===== src/rtl/swa_pkg.sv =====
// Shared types and helpers for the byte-serial wide adder sequencer.
package swa_pkg;

  localparam int unsigned BYTE_W = 8;

  typedef enum logic [1:0] {
    IDLE  = 2'd0,
    ISSUE = 2'd1,
    WAIT  = 2'd2,
    DONE  = 2'd3
  } swa_state_t;

  function automatic int unsigned nbytes(input int unsigned width);
    return width / BYTE_W;
  endfunction

endpackage


===== src/rtl/serial_wide_adder_ctrl.sv =====
// Feeds two WIDTH-bit operands to an external 8-bit adder one byte at a time, LSB first.
// Optional signed-overflow output enabled by defining SWA_OVERFLOW_EN.
module serial_wide_adder_ctrl
  import swa_pkg::*;
#(
  parameter int unsigned WIDTH   = 32,
  parameter int unsigned ADD_LAT = 1
) (
  input  logic             clk,
  input  logic             rst_n,
  input  logic             start,
  input  logic [WIDTH-1:0] op_a,
  input  logic [WIDTH-1:0] op_b,
  input  logic             cin_in,
  output logic             busy,
  output logic             done,
  output logic [WIDTH-1:0] result,
  output logic             cout_out,
`ifdef SWA_OVERFLOW_EN
  output logic             ovf,
`endif
  output logic [7:0]       add_a,
  output logic [7:0]       add_b,
  output logic             add_cin,
  input  logic [7:0]       add_sum,
  input  logic             add_cout
);

  localparam int unsigned NBYTES = nbytes(WIDTH);
  localparam int unsigned IDX_W  = (NBYTES > 1) ? $clog2(NBYTES) : 1;
  localparam logic [IDX_W-1:0] LAST_IDX = IDX_W'(NBYTES - 1);

  swa_state_t       state;
  logic [IDX_W-1:0] idx;
  logic [WIDTH-1:0] a_reg;
  logic [WIDTH-1:0] b_reg;
  logic             carry;
  logic             capture;

  // With a combinational adder the sum is taken in ISSUE; otherwise one cycle later in WAIT.
  always_comb begin
    capture = (ADD_LAT == 0) ? (state == ISSUE) : (state == WAIT);
  end

  always_ff @(posedge clk or negedge rst_n) begin
    if (!rst_n) begin
      state    <= IDLE;
      idx      <= '0;
      a_reg    <= '0;
      b_reg    <= '0;
      carry    <= 1'b0;
      result   <= '0;
      cout_out <= 1'b0;
`ifdef SWA_OVERFLOW_EN
      ovf      <= 1'b0;
`endif
    end else begin
      case (state)
        IDLE: begin
          if (start) begin
            a_reg <= op_a;
            b_reg <= op_b;
            carry <= cin_in;
            idx   <= '0;
            state <= ISSUE;
          end
        end
        ISSUE: begin
          if (ADD_LAT != 0) state <= WAIT;
        end
        WAIT:    ;
        DONE:    state <= IDLE;
        default: state <= IDLE;
      endcase

      if (capture) begin
        result[BYTE_W*idx +: BYTE_W] <= add_sum;
        carry <= add_cout;
        if (idx == LAST_IDX) begin
          cout_out <= add_cout;
`ifdef SWA_OVERFLOW_EN
          ovf      <= add_a[7] ^ add_b[7] ^ add_sum[7] ^ add_cout;
`endif
          state    <= DONE;
        end else begin
          idx   <= idx + 1'b1;
          state <= ISSUE;
        end
      end
    end
  end

  always_comb begin
    add_a   = '0;
    add_b   = '0;
    add_cin = 1'b0;
    if (state == ISSUE || state == WAIT) begin
      add_a   = a_reg[BYTE_W*idx +: BYTE_W];
      add_b   = b_reg[BYTE_W*idx +: BYTE_W];
      add_cin = carry;
    end
  end

  always_comb begin
    busy = (state == ISSUE) || (state == WAIT);
    done = (state == DONE);
  end

endmodule


===== config.mk =====
export PLATFORM = sky130hd
export DESIGN_NAME = serial_wide_adder_ctrl
export DESIGN_NICKNAME = d
export VERILOG_FILES = /design/src/rtl/swa_pkg.sv /design/src/rtl/serial_wide_adder_ctrl.sv
export SDC_FILE = /design/constraint.sdc
export NUM_CORES = 1
export LEC_CHECK = 0
export ABC_AREA = 1
export BUFFER_PORTS_ARGS = -buffer_cell sky130_fd_sc_hd__buf_2
export CELL_PAD_IN_SITES_DETAIL_PLACEMENT = 0
export CELL_PAD_IN_SITES_GLOBAL_PLACEMENT = 1
export CORE_ASPECT_RATIO = 1.2
export CORE_UTILIZATION = 35
export CTS_CLUSTER_DIAMETER = 100
export CTS_CLUSTER_SIZE = 14
export DETAILED_ROUTE_END_ITERATION = 10
export PLACE_DENSITY_LB_ADDON = 0.1
export SLEW_MARGIN = 0
export SYNTH_ARGS = -nofsm -noshare
export SYNTH_HDL_FRONTEND = slang
export SYNTH_SLANG_ARGS = --single-unit

===== constraint.sdc =====
create_clock -name clk -period 2.1 [get_ports clk]
set_clock_uncertainty 0.2 [all_clocks]
set_input_delay 0.105 -clock clk [delete_from_list [all_inputs] [get_ports clk]]
set_output_delay 0.105 -clock clk [all_outputs]
set_load 0.01 [all_outputs]

==> Word-level counts from Yosys, hierarchy flattened <==
Cells that the tools add are included.
{ "op_classes": {"n_mux": 15, "n_addsub": 2, "n_shift": 4, "n_eq_ne": 5, "n_reduce_logical": 9} }
{ "op_table": {"columns": ["cell", "count"], "rows": [
  ["32-bit by 6-bit variable part select with 8-bit output", 2],
  ["5-bit negator with 34-bit output", 1],
  ["8-bit by 34-bit variable shift with 32-bit output (first input constant)", 1],
  ["8-bit by 34-bit variable part select with 32-bit output", 1],
  ["32-bit bitwise mux", 1],
  ["8-bit 2-to-1 mux", 2],
  ["2-bit 2-to-1 mux", 7],
  ["2-bit AND reduction", 4],
  ["2-bit equality test (second input constant)", 3],
  ["2-bit case mux with 3 select lines", 1],
  ["1-bit 2-to-1 mux", 4],
  ["2-bit nonzero test", 2],
  ["4-bit nonzero test", 1],
  ["3-bit inequality test (second input constant)", 1],
  ["2-bit by 1-bit adder with 2-bit output (second input constant)", 1],
  ["2-bit by 1-bit equality test with 1-bit output (second input constant)", 1],
  ["2-bit zero test", 1],
  ["1-bit logical OR", 1]
]} }
{ "totals": {"output_inout_bits": 52, "inputBits": 77, "ff_bits": 102, "word_cells": 42} }

==> Depth between registers and ports, before layout <==
Gate-level depths: netlist (run 1).
{ "depth": {"ltp_word": 4, "ltp_mapped": 10, "depth_no_buf": 8} }

==> Least setup slack after synthesis (run 1) <==
No wires, ideal clock.
{ "synth_timing": {"kind": "register to register", "startpoint": "register idx[1]", "endpoint": "register result[10]", "t_arrival_ns": 1.567, "setup_time_ns": 0.065, "stages_incl_launch_ff": 11, "n_path_buf": 2, "required_time_ns": 1.835, "synth_period_minus_slack_ns": 1.832, "slack_ns": 0.268, "path_cell_list": "dfrtp_1 -> buf_2 -> inv_2 -> buf_4 -> ha_1 -> inv_1 -> nor2_1 -> nand3_1 -> inv_1 -> nand2_1 -> nand2_1"} }
{ "synth_between": {"elab_chain_cells": 3, "word_cells_on_any_way": 4, "cone_classes": "add/sub: 1; shift: 2; mux: 1"} }
{ "synth_rtl": {"columns": ["item", "line_no", "source"], "rows": [
  ["start, declared", "serial_wide_adder_ctrl.sv:34", "logic [IDX_W-1:0] idx;"],
  ["start signal, assigned", "serial_wide_adder_ctrl.sv:86", "idx <= idx + 1'b1;"],
  ["5-bit negator with 34-bit output (*)", "serial_wide_adder_ctrl.sv:77", "result[BYTE_W*idx +: BYTE_W] <= add_sum;"],
  ["8-bit by 34-bit variable part select with 32-bit output / 8-bit by 34-bit variable shift with 32-bit output (equally long branches)", "serial_wide_adder_ctrl.sv:77", null],
  ["32-bit bitwise mux (*)", "serial_wide_adder_ctrl.sv:77", null],
  ["end signal, assigned by index", "serial_wide_adder_ctrl.sv:77", null],
  ["end, declared", "serial_wide_adder_ctrl.sv:17", "output logic [WIDTH-1:0] result,"]
]} }
Mark *: on every way between the ends. The rest lies on a longest branch, timed or not.
A chain may end at the register's enable or synchronous reset.

==> Final worst setup path (run 1) <==
{ "layout_timing": {"startpoint": "register state[1]", "endpoint": "output port add_a[7]"} }
{ "layout_between": {"elab_chain_cells": 3, "word_cells_on_any_way": 4, "cone_classes": "eq/ne: 2; mux: 1; reduce/logical: 1"} }
{ "layout_rtl": {"columns": ["item", "line_no", "source"], "rows": [
  ["start, declared", "serial_wide_adder_ctrl.sv:33", "swa_state_t state;"],
  ["start signal, assigned", "serial_wide_adder_ctrl.sv:47", "state <= IDLE;"],
  ["start signal, assigned", "serial_wide_adder_ctrl.sv:65", "state <= ISSUE;"],
  ["start signal, assigned", "serial_wide_adder_ctrl.sv:69", "if (ADD_LAT != 0) state <= WAIT;"],
  ["2-bit by 1-bit equality test with 1-bit output / 2-bit equality test (equally long branches)", "serial_wide_adder_ctrl.sv:97", "if (state == ISSUE || state == WAIT) begin"],
  ["1-bit logical OR (*)", "serial_wide_adder_ctrl.sv:97", null],
  ["8-bit 2-to-1 mux (*)", "serial_wide_adder_ctrl.sv:97", null],
  ["end, declared", "serial_wide_adder_ctrl.sv:22", "output logic [7:0] add_a,"]
]} }
Marks and branches as above.

==> reports/metrics.yaml, run 1 <==
clock_network:
  cts_buffers: 9
  clock_sinks: 102
  clock_latency_ns: 0.34
  clk_pin_slew_ns: 0.06
  ctsHtreeMaxLevel: 3
  cts_buffer_depth: 2
  cts_tree: "built"
  root_buffer: "clkbuf_16"
floorplanning:
  die_w_microns: 109
  die_h_microns: 131
  io_pins: 129
  rows: 46
  initial_core_util: 0.362
  fp.coreArea_sq_um: 13400
  die_area_sq_um: 14300
synthesis:
  synthArstFlopShare: 1.00
  synth_area_sq_um: 4830
  yosysSeqAreaShare: 0.528
  synth_top_area_cell: "dfrtp_1"
  synth_edf_count: 0
  synthTopCellsByArea: "dfrtp_1 (53%), nand2_1 (12%), a21oi_1 (8.4%), nor2_1 (6.4%), inv_1 (6.3%)"
  synth_ff_type: "dfrtp_1"
  synth.most_common_cell: "nand2_1"
  synth_top_area_share: 0.528
  yosys_register_bits: 102
  synth.avg_cell_area_sq_um: 7.97
  synthCells: 606
  syn-num-nets: 693
  ys_types: 18
  synth_commonest_cells: "nand2_1 (153), dfrtp_1 (102), nor2_1 (82), a21oi_1 (81), inv_1 (81)"
  yosys_warnings: 0
pwr:
  finalPower_mw: 9.03
  p_per_area_nw_per_um2: 1340
  leakagePower_nw: 3.65
  peakVddDrop_mv: 0.564
placed_design:
  hpwl_microns: 9220
  numPortBuffers: 128
  place.gp.congestion: 0.795
  place_ws_ns: 0.222
  place_area_sq_um: 5660
  dp_cells: 887
flow_run:
  cap_violations: 0
sta:
  layout_setup_ws_ns: 0.106
  timing_worst_slew_pin_value_ns: 0.405
  fin_crit_ns: 1.99
  rsz0062_at_grt: "no"
  fin_setup_tns_ns: 0
  hold_violations: 0
  slew_viol_final: 0
  period_share: 0.950
  relSlewSlack: 0.730
  finalSetupViolCount: 0
  fin_hold_ws_ns: 0.0342
  max_freq_mhz: 501
finish:
  final_cells: 981
  final_core_util: 0.506
  drive_gt1_frac: 0.205
  area_growth_pct: 39.7
  multi_input_area_sq_um: 1790
  final_area_sq_um: 6750
  num-fill-cells: 1346
  seq_area_sq_um: 2550
  finalNetCount: 895
  diodes: 0
grt:
  grt_overflow: 0
  grt_max_degree: 44
  grt_pass1_wl_microns: 21000
  grt_pass1_vias: 4238
  antenna_found_initial: 0
  track_usage: 0.195
routing:
  routed_wl_microns: 13300
  ant_nets: 0
  drt_iter0_drc: 199
  first_pass_iters: 4
  avgRoutedWirePerCell_microns: 13.6
  drt-vias-per-instance: 4.59
  vias: 4499
  drc: 0
setup_path:
  r2r_cells: 7
  critPathArrivalTime_ns: 1.69
  end_kind: "output port"
  rr_startpoint: "idx[0]"
  path_class: "flip-flop to output port"
  start_kind: "flip-flop"
  worstPathRequired_ns: 1.79
  r2r_slack_ns: 0.31
  r2r_end: "result[18]"
  critPathMaxFanout: 16
worst_hold_path:
  holdCritStartpoint: "start"
  hold_end: "state[1]"
  hold_path_depth: 6
  hold_class: "input port to flip-flop"
run_status:
  status: "complete, no violations"
==> layout by cell type (no fill, tap or decap), drive strengths merged <==
cell type    synthesis  final
ha                  10     10
buf                 22    142
a21oi               81     81
nand3               37     37
o21ai               21     21
dfrtp              102    102
nand2              158    158
clkinvlp             0      1
inv                 85     84
nor3                 1      1
clkbuf               6     16
dlygate4sd3          0     77
nor2                83     83
==> repair_timing <==
item,CTS,global route
hold buffers,77,0
endpoints found under the hold margin,200,0
resized for setup,1,1
setup buffers,1,0
setup endpoints to repair,16,16
==> worst max path at each step <==
stage / from / end / slack, ns
after CTS: state[0] / add_b[6] / 0.01
after detailed placement: state[0] / add_b[6] / 0.22
after global placement: state[0] / add_a[6] / 0.29
after floorplan: idx[1] / result[10] / 0.27
final: state[1] / add_a[7] / 0.11
after global routing: state[0] / add_b[6] / 0.009
==> kinds of logic after synthesis <==
logic type | after synthesis | share of synthesized area
flip-flops | 102 | 0.528
AND/OR/NAND/NOR | 279 | 0.235
adder cells (fa/ha/maj) | 10 | 0.0259
buffers and inverters | 113 | 0.105
AO/OA/AOI/OAI | 102 | 0.106
==> metal layers <==
layer / GRT usage / vias up / part of all wire
li1: - / 2272 / -
met1: 0.250 / 2100 / 0.44
met2: 0.334 / 110 / 0.50
met3: 0.0243 / 17 / 0.036
met4: 0.0729 / 0 / 0.018
met5: 0 / - / 0
==> critical path, cell delays in order, from the launching register on <==
cell and delay, ns:
dfrtp_1 0.40, inv_1 0.12, ha_4 0.30, clkinvlp_4 0.09, buf_12 0.15, a21oi_1 0.13
buf_2 0.16
==> where the power goes <==
part	switching, mW	internal (mW)
combinational	2.60	1.66
sequential	0.320	2.85
clock	0.690	0.905
total	3.62	5.41
==> cell type report <==
| class | count | share of cell area |
|---|---|---|
| sequential | 102 | 0.378 |
| multi-input combinational | 391 | 0.265 |
| timing repair buffer | 219 | 0.236 |
| inverter | 85 | 0.0478 |
| clock buffer | 16 | 0.0417 |
| tap | 168 | 0.0311 |
(Power assumes the default switching activity.)
==> run 2: changes to the inputs <==
Settings changed: PLACE_DENSITY_LB_ADDON 0.1 to 0.15.
==> run 2 against run 1 <==
Hold slack improved by 0.019 ns. Sequential cell count unchanged. Core utilization is 0.24 points higher. Critical endpoint is now add_b[1]. Largest power group unchanged. Sequential share of layout area decreased by 0.16 points. Sequential power about the same. Fmax decreased by 2.9%.
==> reports/metrics.yaml, run 2 (synthesized netlist as in run 1, its figures left out) <==
routing:
  vias: 4528
  wl_met1_microns: 6030
  routed_wl_microns: 13400
  drt-vias-per-instance: 4.61
  avgRoutedWirePerCell_microns: 13.6
  drt_iter0_drc: 145
  wl_met3_microns: 525
  ant_nets: 0
  first_pass_iters: 4
  drc: 0
  wl_met2_microns: 6520
  top_layer: "met4"
floorplanning:
  io_pins: 129
  die_area_sq_um: 14300
  fp.coreArea_sq_um: 13400
  die_h_microns: 131
  rows: 46
  die_w_microns: 109
  initial_core_util: 0.362
sta:
  fin_setup_tns_ns: 0
  timing_worst_slew_pin_value_ns: 0.472
  rsz0062_at_grt: "no"
  hold_violations: 0
  period_share: 0.978
  max_freq_mhz: 487
  fin_crit_ns: 2.05
  slew_viol_final: 0
  finalSetupViolCount: 0
  relSlewSlack: 0.685
worst_hold_path:
  hold_class: "input port to flip-flop"
pwr:
  peakVddDrop_mv: 0.671
  p_per_area_nw_per_um2: 1350
  leakagePower_nw: 3.68
clock_network:
  cts_buffers: 9
  ctsHtreeMaxLevel: 3
  root_buffer: "clkbuf_16"
  cts_buffer_depth: 2
  clock_sinks: 102
  clock_latency_ns: 0.34
  clk_pin_slew_ns: 0.07
  cts_tree: "built"
setup_path:
  r2r_cells: 7
  critPathMaxFanout: 16
  end_kind: "output port"
  rr_startpoint: "state[0]"
  worstPathRequired_ns: 1.79
  r2r_slack_ns: 0.31
  start_kind: "flip-flop"
  r2r_end: "result[0]"
  path_class: "flip-flop to output port"
  crit_end: "add_b[1]"
  critPathArrivalTime_ns: 1.75
  startpoint: "state[1]"
flow_run:
  cap_violations: 0
finish:
  final_core_util: 0.508
  diodes: 0
  drive_gt1_frac: 0.214
  final_area_sq_um: 6780
  layout_commonest_cell: "nand2_1"
  finalNetCount: 897
  final_cell_mix: "nand2_1 (153), buf_2 (127), dfrtp_1 (101)"
  area_growth_pct: 40.4
run_status:
  status: "complete, no violations"
grt:
  antenna_found_initial: 0
  grt_overflow: 0
  grt_max_degree: 39
  grt_pass1_vias: 4490
  grt_pass1_wl_microns: 21700
  track_usage: 0.199
placed_design:
  numPortBuffers: 128
  place.gp.congestion: 0.856
  hpwl_microns: 9470
  place_area_sq_um: 5660
-- run 2: changes by cell type in the layout (fill, tap and decap cells not counted), moves of 2 or more --
cell           before  now
clkbuf_1            4    1
buf_4               9   11
dlygate4sd3_1      77   75
clkbuf_8            3    1
clkinv_2            0    2
-- run 2: what timing repair did --
action | in CTS | in global routing
hold buffers | 75 | 0
endpoints found under the hold margin | 200 | 0
resized for setup | 2 | 2
buffers inserted | 1 | 4
setup endpoints to repair | 16 | 12
cloned | 0 | 0
pin swaps | 0 | 0
-- run 2: cell type report --
class,count,area [sq um]
well taps,168,210
inverters,85,323
repair buffers,221,1610
flip-flops and latches,102,2550
multi-input cells,391,1790
clock inverters,4,47.5
clock buffers,11,243
fillers,1315,6570
-- run 2: how the worst min path moves through the flow --
stage                     start         to  slack, ns  depth (start not counted)
final                     start   state[0]       0.05                          6
after CTS                 start   state[1]       0.03                          6
after global routing      rst_n  result[6]       0.11                          2
after detailed placement  rst_n  result[5]      -0.11                          1
after global placement    rst_n  result[5]      -0.11                          1
after floorplan           rst_n   a_reg[0]      -0.39                          0
-- run 2: where the power goes --
part	internal, mW	leakage, nW	switching, mW
Clock	0.947	0.141	0.706
Combinational	1.70	2.38	2.65
Sequential	2.85	1.16	0.334
-- run 2: per-stage QoR --
step	total power [mW]	hold WS, ns	std cells	setup slack, ns
floorplan	5.88	-0.391	606	0.268
global placement	7.22	-0.109	887	0.257
detailed placement	7.30	-0.107	887	0.191
CTS	9.23	0.0324	978	0.0197
global route	9.98	0.108	982	0.0216
finish	9.19	0.0530	982	0.0458
-- run 2: worst max-delay path: stages (launching register included) --
cell	delay, ns
dfrtp_1	0.41
inv_1	0.12
ha_4	0.31
clkinvlp_4	0.09
buf_12	0.15
a21oi_1	0.16
buf_2	0.16
-- run 2: layer usage --
layer  track usage  vias up
met2         0.340      121
met3        0.0223       21
met4        0.0808        0
met1         0.258     2113
met5             0        -
li1              -     2273
==> run 3: changes to the inputs <==
Settings changed: CORE_UTILIZATION 35 to 34, RECOVER_POWER set to 100.
Clock period 2.1 ns to 1.8 ns, I/O delays scaled along.
==> run 3 against run 2 <==
The flow now finishes with violations (negative setup slack). Worst setup slack got worse by 0.11 ns. Sequential cell count did not move. Register-to-register slack worse by 0.22 ns. First-iteration DRC count up 37%. Critical path depth unchanged. Via count is 1.5% higher. Combinational power increased by 46%.
==> reports/metrics.yaml, run 3 (synthesized netlist as in run 1, its figures left out) <==
placed_design:
  numPortBuffers: 128
  hpwl_microns: 9640
  place.gp.congestion: 0.806
  place_area_sq_um: 5720
  dp_cells: 892
clock_network:
  clock_latency_ns: 0.34
  cts_buffers: 9
  clk_pin_slew_ns: 0.07
  root_buffer: "clkbuf_16"
  ctsHtreeMaxLevel: 3
  cts_tree: "built"
  clock_sinks: 102
  cts_buffer_depth: 2
pwr:
  p_per_area_nw_per_um2: 1680
  leakagePower_nw: 3.67
  peakVddDrop_mv: 0.894
  finalPower_mw: 12.0
setup_path:
  start_kind: "flip-flop"
  max_stage_delay_ns: 0.37
  r2r_slack_ns: 0.09
  end_kind: "output port"
  crit_chain: "inv_2 -> ha_4 -> inv_6 -> clkbuf_16 -> a21oi_2 -> buf_2"
  path_delay_family: "buffers and inverters"
  r2r_end: "result[0]"
  critPathArrivalTime_ns: 1.57
  worstPathRequired_ns: 1.51
  r2r_cells: 7
  rr_startpoint: "state[1]"
  path_class: "flip-flop to output port"
  critPathMaxFanout: 8
  cpMaxStageDelayCell: "dfrtp_1"
  critPathBufInv: 4
finish:
  num-fill-cells: 1371
  final_area_sq_um: 7140
  layout_commonest_cell: "nand2_1"
  final_cells: 992
  final_cell_mix: "nand2_1 (151), dfrtp_1 (102), buf_2 (84)"
  diodes: 0
  drive_gt1_frac: 0.228
  seq_area_sq_um: 2550
  finalNetCount: 904
  multi_input_area_sq_um: 2040
  area_growth_pct: 47.7
floorplanning:
  die_w_microns: 111
  initial_core_util: 0.350
  rows: 47
  die_h_microns: 133
  io_pins: 129
  fp.coreArea_sq_um: 13800
  die_area_sq_um: 14700
sta:
  timing_worst_slew_pin_value_ns: 1.06
  fin_crit_ns: 1.86
  layout_setup_ws_ns: -0.0632
  rsz0062_at_grt: "yes"
  finalSetupViolCount: 16
  fin_hold_ws_ns: 0.00367
  slew_viol_final: 0
  relSlewSlack: 0.293
  period_share: 1.04
  max_freq_mhz: 537
  hold_violations: 0
routing:
  vias: 4594
  avgRoutedWirePerCell_microns: 14.4
  first_pass_iters: 4
  drt_iter0_drc: 199
  ant_nets: 0
  drc: 0
  routed_wl_microns: 14300
  drt-vias-per-instance: 4.63
worst_hold_path:
  hold_path_depth: 3
  hold_end: "b_reg[2]"
  holdCritStartpoint: "start"
  hold_class: "input port to flip-flop"
grt:
  grt_pass1_wl_microns: 23100
  top_usage_layer: "met2"
  met3_usage: 0.0266
  grt_use_met2: 0.362
  track_usage: 0.198
  grt_max_degree: 48
  grt_overflow: 0
  grt_pass1_vias: 4778
  grtUsageMet1: 0.239
  antenna_found_initial: 0
run_status:
  violations: "negative setup slack"
  status: "complete, but fails checks"
flow_run:
  cap_violations: 0
-- run 3: worst max path at each step --
stage,end,from,slack [ns],cells after the start
2_1_floorplan,result[10],idx[1],0.007,10
3_3_place_gp,result[13],idx[0],0.09,7
3_5_place_dp,result[29],idx[0],0.08,7
4_1_cts,add_a[2],state[1],-0.05,6
5_1_grt,add_b[7],state[1],-0.11,6
6_report,add_b[7],state[1],-0.06,6
-- run 3: cell type report --
cell class | count | share of cell area
Clock inverter | 4 | 0.00666
Timing Repair Buffer | 228 | 0.240
Tap cell | 171 | 0.0300
Clock buffer | 11 | 0.0340
Inverter | 85 | 0.0459
Sequential cell | 102 | 0.358
Multi-Input combinational cell | 391 | 0.286
-- run 3: per-layer routing --
layer	vias up	routed length (microns)	share of wire
met3	12	492	0.034
met1	2187	5920	0.41
li1	2287	-	-
met4	0	195	0.014
met2	108	7670	0.54
met5	-	0	0
-- run 3: where the power goes --
| part | leakage, nW | switching, mW | total [mW] | internal (mW) |
|---|---|---|---|---|
| Combinational | 2.36 | 3.72 | 6.35 | 2.62 |
| Sequential | 1.16 | 0.380 | 3.70 | 3.32 |
| Clock | 0.141 | 0.854 | 1.96 | 1.11 |
-- run 3: what timing repair did --
action | in CTS | in global routing
endpoints found under the setup margin | 16 | 33
hold buffers | 76 | 0
gates resized for setup | 33 | 44
cloned | 0 | 1
pin swaps | 3 | 2
endpoints found under the hold margin | 200 | 0
buffers inserted | 2 | 6
-- run 3: stage by stage --
step	utilization	setup WS, ns	setup TNS [ns]
floorplan	-	0.00709	0
global placement	0.414	0.0879	0
detailed placement	0.414	0.0801	0
CTS	0.502	-0.0466	-0.543
global route	0.516	-0.107	-1.55
finish	0.516	-0.0632	-0.546
-- run 3: tightest hold or removal path: stages --
cell and delay [ns]:
buf_2 0.12, nand2_4 0.20, a21oi_1 0.10
